<file path="src/rtl/audio_stream_ctrl.sv">
// Sample-transfer sequencer between the codec handshake and passthrough, ROM loop,
// ROM one-shot or mute sources; owns the ROM address and waits out the ROM read latency.
module audio_stream_ctrl #(
    parameter int ROM_DEPTH = 96000,
    parameter int ADDR_W    = 17,
    parameter int DATA_W    = 24,
    parameter int ROM_LAT   = 1
) (
    input  logic              CLOCK_50,
    input  logic              reset_n,
    input  logic [1:0]        mode,
    input  logic              read_ready,
    input  logic              write_ready,
    input  logic [DATA_W-1:0] readdata_left,
    input  logic [DATA_W-1:0] readdata_right,
    input  logic [DATA_W-1:0] rom_q,
    output logic [ADDR_W-1:0] rom_addr,
    output logic              read,
    output logic              write,
    output logic [DATA_W-1:0] writedata_left,
    output logic [DATA_W-1:0] writedata_right,
    output logic              done,
    output logic              busy
);

    localparam int                CNT_W  = 2;
    localparam logic [1:0]        M_PASS = 2'b00;
    localparam logic [1:0]        M_LOOP = 2'b01;
    localparam logic [1:0]        M_ONE  = 2'b10;
    localparam logic [1:0]        M_MUTE = 2'b11;
    localparam logic [ADDR_W-1:0] LAST   = ADDR_W'(ROM_DEPTH - 1);
    localparam logic [CNT_W-1:0]  CNT_END = CNT_W'(ROM_LAT - 1);

    typedef enum logic [1:0] {IDLE, FETCH, XFER, GAP} state_t;

    state_t            state_q;
    logic [1:0]        mode_q;
    logic [CNT_W-1:0]  cnt_q;
    logic [ADDR_W-1:0] rom_addr_q;
    logic [DATA_W-1:0] wd_l_q, wd_r_q;
    logic              done_q;

    logic              both_rdy;
    logic              mode_chg;
    logic              done_eff;
    logic              pulse;
    logic              rom_mode_q;
    logic [ADDR_W-1:0] rom_addr_d;
    logic              done_d;

    assign both_rdy   = read_ready && write_ready;
    assign mode_chg   = (mode != mode_q);
    // A mode change clears done in the same edge, so the new mode must not see the stale flag.
    assign done_eff   = done_q && !mode_chg;
    assign pulse      = (state_q == XFER) && both_rdy;
    assign rom_mode_q = (mode_q == M_LOOP) || (mode_q == M_ONE);

    // Address advance applied only on a pulse in a ROM mode.
    always_comb begin
        rom_addr_d = rom_addr_q;
        done_d     = done_q;
        if (rom_addr_q != LAST) begin
            rom_addr_d = rom_addr_q + ADDR_W'(1);
        end else if (mode_q == M_LOOP) begin
            rom_addr_d = '0;
        end else begin
            done_d = 1'b1;
        end
    end

    always_ff @(posedge CLOCK_50 or negedge reset_n) begin
        if (!reset_n) begin
            state_q    <= IDLE;
            mode_q     <= M_PASS;
            cnt_q      <= '0;
            rom_addr_q <= '0;
            wd_l_q     <= '0;
            wd_r_q     <= '0;
            done_q     <= 1'b0;
        end else begin
            case (state_q)
                IDLE: begin
                    if (both_rdy) begin
                        mode_q <= mode;
                        if (mode_chg) begin
                            rom_addr_q <= '0;
                            done_q     <= 1'b0;
                        end
                        cnt_q <= '0;
                        case (mode)
                            M_PASS: begin
                                wd_l_q  <= readdata_left;
                                wd_r_q  <= readdata_right;
                                state_q <= XFER;
                            end
                            M_MUTE: begin
                                wd_l_q  <= '0;
                                wd_r_q  <= '0;
                                state_q <= XFER;
                            end
                            M_ONE: begin
                                if (done_eff) begin
                                    wd_l_q  <= '0;
                                    wd_r_q  <= '0;
                                    state_q <= XFER;
                                end else begin
                                    state_q <= FETCH;
                                end
                            end
                            default: state_q <= FETCH;
                        endcase
                    end
                end
                FETCH: begin
                    // rom_addr is frozen here so rom_q settles on the address being played.
                    if (cnt_q == CNT_END) begin
                        wd_l_q  <= rom_q;
                        wd_r_q  <= rom_q;
                        state_q <= XFER;
                    end else begin
                        cnt_q <= cnt_q + CNT_W'(1);
                    end
                end
                XFER: begin
                    if (pulse) begin
                        state_q <= GAP;
                        if (rom_mode_q) begin
                            rom_addr_q <= rom_addr_d;
                            done_q     <= done_d;
                        end
                    end else begin
                        state_q <= IDLE;
                    end
                end
                GAP: state_q <= IDLE;
                default: state_q <= IDLE;
            endcase
        end
    end

    assign rom_addr        = rom_addr_q;
    assign read            = pulse;
    assign write           = pulse;
    assign writedata_left  = wd_l_q;
    assign writedata_right = wd_r_q;
    assign done            = done_q;
    assign busy            = (state_q != IDLE);

endmodule

</file>
<file path="config.mk">
export PLATFORM = sky130hd
export DESIGN_NAME = audio_stream_ctrl
export DESIGN_NICKNAME = d
export VERILOG_FILES = /design/src/rtl/audio_stream_ctrl.sv
export SDC_FILE = /design/constraint.sdc
export NUM_CORES = 1
export LEC_CHECK = 0
export CAP_MARGIN = 20
export CORE_MARGIN = 8
export CORE_UTILIZATION = 44
export DETAILED_ROUTE_END_ITERATION = 6
export GPL_ROUTABILITY_DRIVEN = 1
export PLACE_DENSITY = 0.89
export SYNTH_ARGS = -nofsm -noshare
export SYNTH_HDL_FRONTEND = slang
export SYNTH_SLANG_ARGS = --single-unit
</file>
<file path="constraint.sdc">
create_clock -name CLOCK_50 -period 2.6 [get_ports CLOCK_50]
set_clock_uncertainty 0.15 [all_clocks]
set_input_delay 0.39 -clock CLOCK_50 [delete_from_list [all_inputs] [get_ports CLOCK_50]]
set_output_delay 0.39 -clock CLOCK_50 [all_outputs]
set_load 0.005 [all_outputs]
</file>
==> impl_metrics.tcl <==
set metrics [dict create \
    postCtsSetupBuffers 0 \
    clk_latency_ns 0.35 \
    rows 34 \
    fill_cells 680 \
    routed-via-count 3313 \
    cts_resized 0 \
    maxCapViolations 0 \
    cts_tree "built" \
    die_y_um 109 \
    synthSimpleGateAreaFrac_pct 10.7 \
    first_global_vias 3546 \
    start_kind "register" \
    muxShareOfSynthArea_pct 16.7 \
    setup_viol 0 \
    coreArea_um2 8590 \
    port_buffers 146 \
    synth_top_flop_cell "dfrtp_1" \
    first_iter_violations 221 \
    diodes 0 \
    gr-usage-all-layers_pct 18.8 \
    synth_xor_area_share_pct 0.458 \
    cts.htree.levels 3 \
    avgSynthCellArea_um2 11.7 \
    cts.root.buffer_cell "clkbuf_8" \
    syn_inst 327 \
    leakagePower_nw 2.55 \
    layout_common_cells "145 x clkdlybuf4s50_1, 72 x dfrtp_1, 49 x a22o_1" \
    status "finished, final reports clean" \
    tns_ns 0 \
    max_freq_ghz 0.418 \
    hold_viol 0 \
    cp_max_fo 12 \
    firstDrtPassIters 4 \
    design.portCount 147 \
    multi_input_area_um2 1880 \
    drv_slew 0 \
    grt_start_max_net_pins 73 \
    ctsHoldBuffers 0 \
    worstMarginPinSlew_ns 0.918 \
    layout_commonest_cell "clkdlybuf4s50_1" \
    die_area_um2 11900 \
    grt_first_pass_wirelength_um 17900 \
    async_reset_ff_share_pct 100 \
    r2r_cells 6 \
    nets 559 \
    start_util_pct 44.5 \
    path_clk_slew_ns 0.08 \
    drc 0 \
    via_per_inst 5.64 \
    dp_hpwl_um 8300 \
    wl_per_cell_um 18.8 \
    final_util_pct 65.4 \
    rsz0062_at_grt "false" \
    synth_cell_types 47 \
    regArea_um2 1800 \
    synth_fa_ha_area_share_pct 1.96 \
    max-slew-margin-rel_pct 38.8 \
    cts_sinks 72 \
    wl_um 11000 \
    power_density_nw_per_um2 858 \
    fin_crit_sh_pct 92.1 \
    irDropWorstVdd_v 0.000431 \
    gp_congestion 0.872 \
    ant_nets 0 \
    syn_to_final_growth_pct 46.8 \
    antenna_found_initial 0 \
    die-width_um 109 \
    syn_nets 411 \
    synth_area_um2 3830 \
    path_class "reg2out" \
    cts_buffers 9 \
    timing.final.crit_period_ns 2.39 \
    cts_buffer_depth 2 \
    overflow 0 \
    synth_compound_gate_area_share_pct 19.1 \
    arrival_ns 1.85 \
    synth-edff-count 0 \
    hp-class "in2async" \
    ys_warn_count 0 \
    critPathCaptureType "output pin" \
    crit_required_ns 2.06 \
    ys_ff_latch 72 \
    ys_seq_area_share_pct 47.1 \
    drive_gt1_share_pct 18.2 \
    synth_top_family_by_area "compound AO/OA/AOI/OAI gates" \
]
==> flip-flops by register name, summed over array words and instances (netlist names) <==
register	cells
state_q	2
rom_addr	17
writedata_right	24
writedata_left	24
cnt_q	2
done	1
mode_q	2
==> routing by layer <==
| layer | share of wire [%] | wire [um] | vias to the layer above | GRT usage, % |
|---|---|---|---|---|
| met5 | 0 | 0 | - | 0 |
| met4 | 2.8 | 306 | 0 | 8.00 |
| met3 | 8.6 | 952 | 23 | 6.86 |
| met2 | 50 | 5510 | 132 | 30.7 |
| met1 | 39 | 4260 | 1625 | 21.9 |
| li1 | - | - | 1533 | - |
==> power breakdown <==
part	internal, mW	total (mW)	switching (mW)
clock network	0.462	0.896	0.433
logic	1.40	2.13	0.733
registers	1.52	1.79	0.268
total	3.39	4.82	1.43
==> stage by stage <==
step,setup slack (ns),hold WS (ns),instance area [um^2],std cells,power [mW]
after detailed placement,0.00975,0.344,5420,572,3.95
after floorplan,0.567,-0.0556,3830,327,2.74
after global placement,0.0737,0.337,5420,572,3.87
after global routing,0.0399,0.0960,5620,587,5.11
final,0.206,0.0262,5620,587,4.82
after CTS,0.176,0.0657,5620,587,4.87
==> logic make-up (layout without fill, tap and decap cells) <==
kind of cell	Yosys count	after routing
muxes	50	50
and+or+nand+nor	77	77
DFF	72	72
buffers and inverters	29	181
xor gates and xnor gates	2	2
adders and majority gates	6	6
AOI/OAI and AO/OA	91	91
==> worst paths after layout <==
kind	startpoint	endpoint	slack [ns]
worst max-delay path	state_q[1]	write	0.21
worst min-delay path	reset_n	writedata_right[15]	0.03
worst max register to register	rom_addr[0]	rom_addr[0]	0.24
worst min register to register	writedata_right[12]	writedata_right[12]	0.36
max in group asynchronous	reset_n	writedata_left[6]	1.67
min in group CLOCK_50	writedata_right[12]	writedata_right[12]	0.36
==> cell usage after synthesis, types with 3 or more instances <==
library cell,instances,area share [%]
nand3_1,10,1.3
dfrtp_1,72,47
mux2_4,20,7.8
buf_2,8,1.0
nor3_1,10,1.3
a22o_1,49,11
nand2_1,10,0.98
ha_1,6,2.0
mux2_2,30,8.8
a211o_1,6,1.4
a21o_1,3,0.59
a21oi_1,8,1.0
a221o_1,3,0.78
o21ai_0,8,1.0
inv_1,8,0.78
clkbuf_1,6,0.59
buf_6,4,1.2
nor2_1,15,1.5
or3_1,4,0.65
and3_1,8,1.3
o22a_1,3,0.69
nand4_1,4,0.65
==> final cells by class <==
type                       instances  share of cell area (%)
tap                              108                    2.41
clock inverter                     5                    1.02
inverter                           8                   0.535
sequential                        72                    32.1
clock buffer                      10                    2.45
multi-input combinational        226                    33.5
timing repair buffer             158                    28.0
==> critical path, stage by stage, from the launching register on <==
cell and delay (ns):
dfrtp_1 0.56, nand2b_1 0.24, nor2_1 0.18, clkdlybuf4s50_1 0.52
No activity file was read; power rests on OpenSTA's default activity.
